[config.mk]
export PLATFORM = sky130hd
export DESIGN_NAME = led_serial_driver
export DESIGN_NICKNAME = d
export VERILOG_FILES = /design/src/rtl/led_serial_driver.sv
export SDC_FILE = /design/constraint.sdc
export NUM_CORES = 1
export LEC_CHECK = 0
export CAP_MARGIN = 20
export CORE_MARGIN = 2
export CORE_UTILIZATION = 39
export DETAILED_ROUTE_END_ITERATION = 12
export SYNTH_ARGS = -nofsm -noshare
export SYNTH_HDL_FRONTEND = slang
export SYNTH_SLANG_ARGS = --single-unit
[constraint.sdc]
create_clock -name clk -period 2.6 [get_ports clk]
set_input_delay 0.65 -clock clk [delete_from_list [all_inputs] [get_ports clk]]
set_output_delay 0.65 -clock clk [all_outputs]
set_load 0.01 [all_outputs]
[src/rtl/led_serial_driver.sv]
// Serialises an LED vector MSB-first onto a 74HC595-style chain (data, shift clock, latch).
// A frame is sent only when the vector differs from what the chain currently shows.
module led_serial_driver #(
    parameter int WIDTH   = 16,
    parameter int CLK_DIV = 2
) (
    input  logic             clk,
    input  logic             reset,
    input  logic [WIDTH-1:0] led_in,
    output logic             ser_data,
    output logic             ser_clk,
    output logic             ser_latch,
    output logic             busy,
    output logic             frame_done,
    output logic [WIDTH-1:0] led_shown
);

    localparam int BIT_W = $clog2(WIDTH);
    localparam int DIV_W = (CLK_DIV > 1) ? $clog2(CLK_DIV) : 1;
    localparam logic [BIT_W-1:0] LAST_BIT = BIT_W'(WIDTH - 1);
    localparam logic [DIV_W-1:0] LAST_DIV = DIV_W'(CLK_DIV - 1);

    typedef enum logic [1:0] {
        S_IDLE,
        S_LOW,
        S_HIGH,
        S_LATCH
    } state_t;

    state_t             state_q, state_d;
    logic [WIDTH-1:0]   shreg_q, shreg_d;
    logic [WIDTH-1:0]   cap_q, cap_d;
    logic [BIT_W-1:0]   bit_cnt_q, bit_cnt_d;
    logic [DIV_W-1:0]   div_cnt_q, div_cnt_d;
    logic               force_q, force_d;
    logic               ser_data_q, ser_data_d;
    logic               ser_clk_q, ser_clk_d;
    logic               ser_latch_q, ser_latch_d;
    logic               busy_q, busy_d;
    logic               frame_done_q, frame_done_d;
    logic [WIDTH-1:0]   led_shown_q, led_shown_d;
    logic               div_done;

    assign div_done = (div_cnt_q == LAST_DIV);

    // NOTE: sequential state uses non-blocking assignments so every register updates together at the edge.
    always_ff @(posedge clk) begin
        if (!reset) begin
            state_q      <= S_IDLE;
            shreg_q      <= '0;
            cap_q        <= '0;
            bit_cnt_q    <= '0;
            div_cnt_q    <= '0;
            force_q      <= 1'b1;
            ser_data_q   <= 1'b0;
            ser_clk_q    <= 1'b0;
            ser_latch_q  <= 1'b0;
            busy_q       <= 1'b0;
            frame_done_q <= 1'b0;
            led_shown_q  <= '0;
        end else begin
            state_q      <= state_d;
            shreg_q      <= shreg_d;
            cap_q        <= cap_d;
            bit_cnt_q    <= bit_cnt_d;
            div_cnt_q    <= div_cnt_d;
            force_q      <= force_d;
            ser_data_q   <= ser_data_d;
            ser_clk_q    <= ser_clk_d;
            ser_latch_q  <= ser_latch_d;
            busy_q       <= busy_d;
            frame_done_q <= frame_done_d;
            led_shown_q  <= led_shown_d;
        end
    end

    // NOTE: every next-state signal gets a default first so no latch can be inferred.
    always_comb begin
        state_d      = state_q;
        shreg_d      = shreg_q;
        cap_d        = cap_q;
        bit_cnt_d    = bit_cnt_q;
        div_cnt_d    = div_cnt_q;
        force_d      = force_q;
        ser_data_d   = ser_data_q;
        ser_clk_d    = ser_clk_q;
        ser_latch_d  = ser_latch_q;
        busy_d       = busy_q;
        frame_done_d = 1'b0;
        led_shown_d  = led_shown_q;

        case (state_q)
            S_IDLE: begin
                // The forced frame after reset puts the chain into a known state even for an all-zero vector.
                if (force_q || (led_in != led_shown_q)) begin
                    cap_d      = led_in;
                    shreg_d    = led_in;
                    ser_data_d = led_in[WIDTH-1];
                    bit_cnt_d  = '0;
                    div_cnt_d  = '0;
                    force_d    = 1'b0;
                    busy_d     = 1'b1;
                    state_d    = S_LOW;
                end
            end

            S_LOW: begin
                if (div_done) begin
                    div_cnt_d = '0;
                    ser_clk_d = 1'b1;
                    state_d   = S_HIGH;
                end else begin
                    div_cnt_d = div_cnt_q + 1'b1;
                end
            end

            S_HIGH: begin
                if (div_done) begin
                    div_cnt_d = '0;
                    ser_clk_d = 1'b0;
                    if (bit_cnt_q == LAST_BIT) begin
                        ser_latch_d = 1'b1;
                        state_d     = S_LATCH;
                    end else begin
                        // Data moves only on entry to LOW, giving a full half-period of setup before the rise.
                        shreg_d    = shreg_q << 1;
                        ser_data_d = shreg_q[WIDTH-2];
                        bit_cnt_d  = bit_cnt_q + 1'b1;
                        state_d    = S_LOW;
                    end
                end else begin
                    div_cnt_d = div_cnt_q + 1'b1;
                end
            end

            S_LATCH: begin
                if (div_done) begin
                    div_cnt_d    = '0;
                    ser_latch_d  = 1'b0;
                    led_shown_d  = cap_q;
                    frame_done_d = 1'b1;
                    busy_d       = 1'b0;
                    ser_data_d   = 1'b0;
                    state_d      = S_IDLE;
                end else begin
                    div_cnt_d = div_cnt_q + 1'b1;
                end
            end

            default: begin
                state_d = S_IDLE;
            end
        endcase
    end

    assign ser_data   = ser_data_q;
    assign ser_clk    = ser_clk_q;
    assign ser_latch  = ser_latch_q;
    assign busy       = busy_q;
    assign frame_done = frame_done_q;
    assign led_shown  = led_shown_q;

`ifndef SYNTHESIS
    a_latch_only_in_latch : assert property (@(posedge clk) disable iff (!reset)
        ser_latch_q |-> (state_q == S_LATCH));
    a_busy_tracks_state : assert property (@(posedge clk) disable iff (!reset)
        busy_q == (state_q != S_IDLE));
`endif

endmodule

# Yosys cells after proc, flatten, opt, wreduce, memory -nomap -nowiden
# Cells that the tools add are included.
[word_totals]
reg_bits = 60
in_bits = 18
out_inout_bits = 21
[op_classes]
muxes = 30
eq_ne = 11
n_reduce_logical = 17
addsub = 2
[ops]
columns = ["operator", "count"]
rows = [
  ["2-to-1 mux 15 bit", 3],
  ["case mux 15 bit (2 select lines)", 1],
  ["inequality test 16 bit", 1],
  ["2-to-1 mux 4 bit", 3],
  ["inequality test 2 bit (second input constant)", 6],
  ["AND reduction 4 bit", 3],
  ["2-to-1 mux 1 bit", 11],
  ["2-to-1 mux 2 bit", 5],
  ["case mux 1 bit (2 select lines)", 4],
  ["case mux 2 bit (4 select lines)", 1],
  ["case mux 4 bit (2 select lines)", 1],
  ["nonzero test 2 bit", 4],
  ["AND reduction 2 bit", 3],
  ["AND reduction 3 bit", 2],
  ["AND reduction 5 bit", 1],
  ["adder 4 x 1 -> 4 bit (second input constant)", 1],
  ["== test 2 bit (second input constant)", 2],
  ["== test 4 bit (second input constant)", 1],
  ["case mux 1 bit (3 select lines)", 1],
  ["nonzero test 3 bit", 1],
  ["OR reduction 3 bit", 1],
  ["== test 2 x 1 -> 1 bit (second input constant)", 1],
  ["logical NOT 2 bit", 1],
  ["adder 1 bit (second input constant)", 1],
  ["logical OR 1 bit", 1],
]

# Logic depth before layout (Yosys ltp)
[logic_depth]
word_depth = 4
ltp_mapped = 8
depth_no_buf = 6

# Least setup slack after synthesis
# Ideal clock, no wire load.
[synth_path]
kind = "in2reg"
start = "input led_in[13]"
end = "register shreg_q[10]"
cell_stages = 7
setup_time_ps = 132
arrival_ps = 1941
t_required_ps = 2468
setup_slack_ps = 527
path_cell_list = "xnor2_1 nand4_1 or4_1 clkbuf_1 buf_2 o211ai_1 a21oi_1"
[synth_between]
elab_chain_cells = 4
[synth_lines]
columns = ["element", "line", "text"]
rows = [
  ["start: declaration", "9", "input logic [WIDTH-1:0] led_in,"],
  ["inequality test 16 bit", "95", "if (force_q || (led_in != led_shown_q)) begin"],
  ["logical OR 1 bit", "95", ""],
  ["inequality test 2 bit (no line)", "-", ""],
  ["AND reduction 4 bit (no line)", "-", ""],
  ["end signal: assignment", "63", "shreg_q <= shreg_d;"],
  ["end: declaration", "31", "logic [WIDTH-1:0] shreg_q, shreg_d;"],
]
# Every way passes these cells.
# A chain may end at the register's enable or synchronous reset.

# Final worst setup path
[layout_path]
start = "input led_in[13]"
end = "register shreg_q[8]"
# The elaborated chain is that of the path after synthesis.

==> flow_summary.toml <==
[sta]
rsz0062_at_grt = "false"
finClkSkew_ns = 0.00476
finalCriticalPeriod_ns = 2.33
worst_slew_pin_slew_ns = 0.526
slew_headroom_pct = 64.9
setup_viol = 0
slew_viol_final = 0
clock.fmax_ghz = 0.429
finalCritPeriodShare_pct = 89.7
finalHoldViolations = 0

[route]
drt_pass1_iterations = 4
ant_nets = 0
dr.first_iter.drc_count = 239
drc = 0
vias = 2502
wire_per_inst_um = 14.7
vias_per_cell = 5.16
wl_um = 7150

[logic_synthesis]
yosys_warnings = 0
synth_most_common_cell = "nand2_1"
synth.avg_cell_area_um2 = 8.42
yosysTopAreaCell = "dfxtp_1"
synth_edf_count = 0
syn_inst = 331
synth.top_cell.area_share_pct = 43.1
syn-num-nets = 350
async_reset_ff_share_pct = 0
synth_cell_type_count = 39
synth_common_cells = "nand2_1, dfxtp_1, a21oi_1, clkbuf_1"
ys_seq_elements = 60
synth_ff_type = "dfxtp_1"
syn_area_mm2 = 0.00279
ys_top_cells_by_area = "dfxtp_1, nand2_1, a22o_1"
ys_seq_area_share_pct = 43.1

[clock_tree]
post_cts_buffers = 0
numClockSinks = 60
tritoncts = "yes"
path_clk_slew_ns = 0.06
cts_made_buffers = 9
htree_num_levels = 3
post_cts_resized = 0
hold_buffers = 0
cts-root-buf = "clkbuf_8"
clk_latency_ns = 0.33
clk_path_buf_depth = 2

[global_route]
grt_pass1_wl_um = 12000
antenna_found_initial = 0
first_global_vias = 2406
grt_overflow = 0
grt_use_total_pct = 19.9
grt_start_max_net_pins = 34

[critical_path]
rr_endpoint = "shreg_q[8]"
crit_required_ns = 2.81
worst-r2r-cell-count = 6
cp_max_fo = 14
cp_cell_sequence = "clkdlybuf4s50_1 > xnor2_1 > nand4_1 > or4_1 > buf_4 > o211ai_1 > a21oi_1"
r2r_slack_ns = 0.67
critPathSlowestCell = "or4_1"
startpoint_type = "input port"
worst_ep_arrival_time_ns = 2.54
criticalPathCategory = "input port to flip-flop"
cpPeakStageDelay_ns = 0.49
reg2reg_from = "led_shown[13]"
cp-end-kind = "flip-flop"

[floorplanning]
ios = 39
initial_core_util_pct = 40.6
core_mm2 = 0.00687
row_count = 30
die_height_um = 88.5
dieArea_mm2 = 0.00784
die_w_um = 88.5

[power_and_ir_drop]
leakage_nw = 1.45
internal-power_mw = 1.60
pwr_density_cell_mw_per_mm2 = 605
comb_power_share_pct = 16.4
p_seq_share_pct = 47.4
swShare_pct = 26.5
p_clk_share_pct = 36.2
ir_drop_v = 0.000344
finalPower_mw = 2.18
p_sw_uw = 578

[layout]
drive_above_1_share_pct = 13.1
multi_input_area_mm2 = 0.00146
regArea_mm2 = 0.00120
syn_to_final_growth_pct = 29.5
antenna_cells = 0
fin_area_mm2 = 0.00361
fillCellCount = 681
fin_nets = 404

[place]
dp_hpwl_um = 4960
dpl-instance-area_mm2 = 0.00342
place_congestion = 0.816
io_buffers = 38

[hold_path]
hold_end = "force_q"
whs_path_depth = 2
hold_start = "force_q"
hp-class = "flip-flop to flip-flop"

[run_status]
status = "finished clean"

[job]
cap_viol_max_count = 0
[state kept, by name, summed over array words and instances, names as in the netlist]
signal	count
ser_clk	1
state_q	2
div_cnt_q	1
shreg_q	15
cap_q	16
busy	1
force_q	1
bit_cnt_q	4
led_shown	16
frame_done	1
ser_latch	1
ser_data	1
[final cells by class]
class                           instances  share of cell area, %
Multi-Input combinational cell        243                   40.5
Sequential cell                        60                   33.3
Clock buffer                           14                   5.06
Tap cell                               96                   3.33
Timing Repair Buffer                   70                   17.5
Inverter                                1                  0.104
Clock inverter                          1                  0.139
[critical path, delay by kind of cell]
kind	cells	cell delay, ns
AO/OA/AOI/OAI	2	0.28
AND/OR/NAND/NOR	2	0.70
buffers and inverters	2	0.63
XOR/XNOR	1	0.27
[placed cells by master (no fill, tap or decap), types with 2 or more instances in the layout]
master,count
clkdlybuf4s50_1,38
nand4_1,4
o21ai_1,2
xnor2_1,10
buf_4,31
a21oi_1,18
a31oi_1,16
mux2i_1,14
clkbuf_8,13
nor2_1,8
or4_1,2
and2_1,2
nand3_1,4
xor2_1,6
nand2_1,83
nor2b_1,16
o211ai_1,17
dfxtp_1,60
o21bai_1,2
a22o_1,17
and3_1,2
nand2b_1,4
[logic make-up (layout without fill, tap and decap cells)]
family / after synthesis / count (layout) / synth area share, %
AOI/OAI and AO/OA: 81 / 81 / 20.0
buffers and inverters: 28 / 86 / 4.53
xor gates and xnor gates: 16 / 16 / 5.03
muxes: 14 / 14 / 5.03
and+or+nand+nor: 131 / 131 / 21.9
adders and majority gates: 1 / 1 / 0.449
DFF: 60 / 60 / 43.1
[power by group through the flow]
stage / Sequential (mW) / Combinational [mW] / Clock (mW)
finish: 1.04 / 0.358 / 0.790
floorplan: 1.04 / 0.235 / 0
global placement: 1.05 / 0.353 / 0
CTS: 1.03 / 0.360 / 0.805
detailed placement: 1.05 / 0.357 / 0
global route: 1.04 / 0.395 / 0.849
[how the worst max path moves through the flow]
stage	from	cells past startpoint	endpoint	slack, ns
after global placement	led_in[13]	7	shreg_q[8]	-0.1
after detailed placement	led_in[13]	7	shreg_q[7]	-0.07
after CTS	led_in[13]	7	shreg_q[7]	0.26
after global routing	led_in[13]	7	shreg_q[9]	0.17
after floorplan	led_in[13]	7	shreg_q[10]	0.53
final	led_in[13]	7	shreg_q[8]	0.27
[routing by layer]
metal	track usage, %	share of wire, %
met4	8.68	1.8
met2	28.0	44
met3	3.08	3.1
met1	29.8	51
met5	0	0
[metrics by stage]
step	setup slack (ns)	TNS (ns)	cells	hold slack, ns	util (%)
final	0.269	0	485	0.443	52.5
after global routing	0.170	0	485	0.468	52.5
after CTS	0.264	0	485	0.444	52.5
after detailed placement	-0.0739	-0.707	470	0.434	49.8
after global placement	-0.0962	-1.16	470	0.434	49.8
after floorplan	0.527	0	331	0.423	-
(Power assumes the default switching activity.)
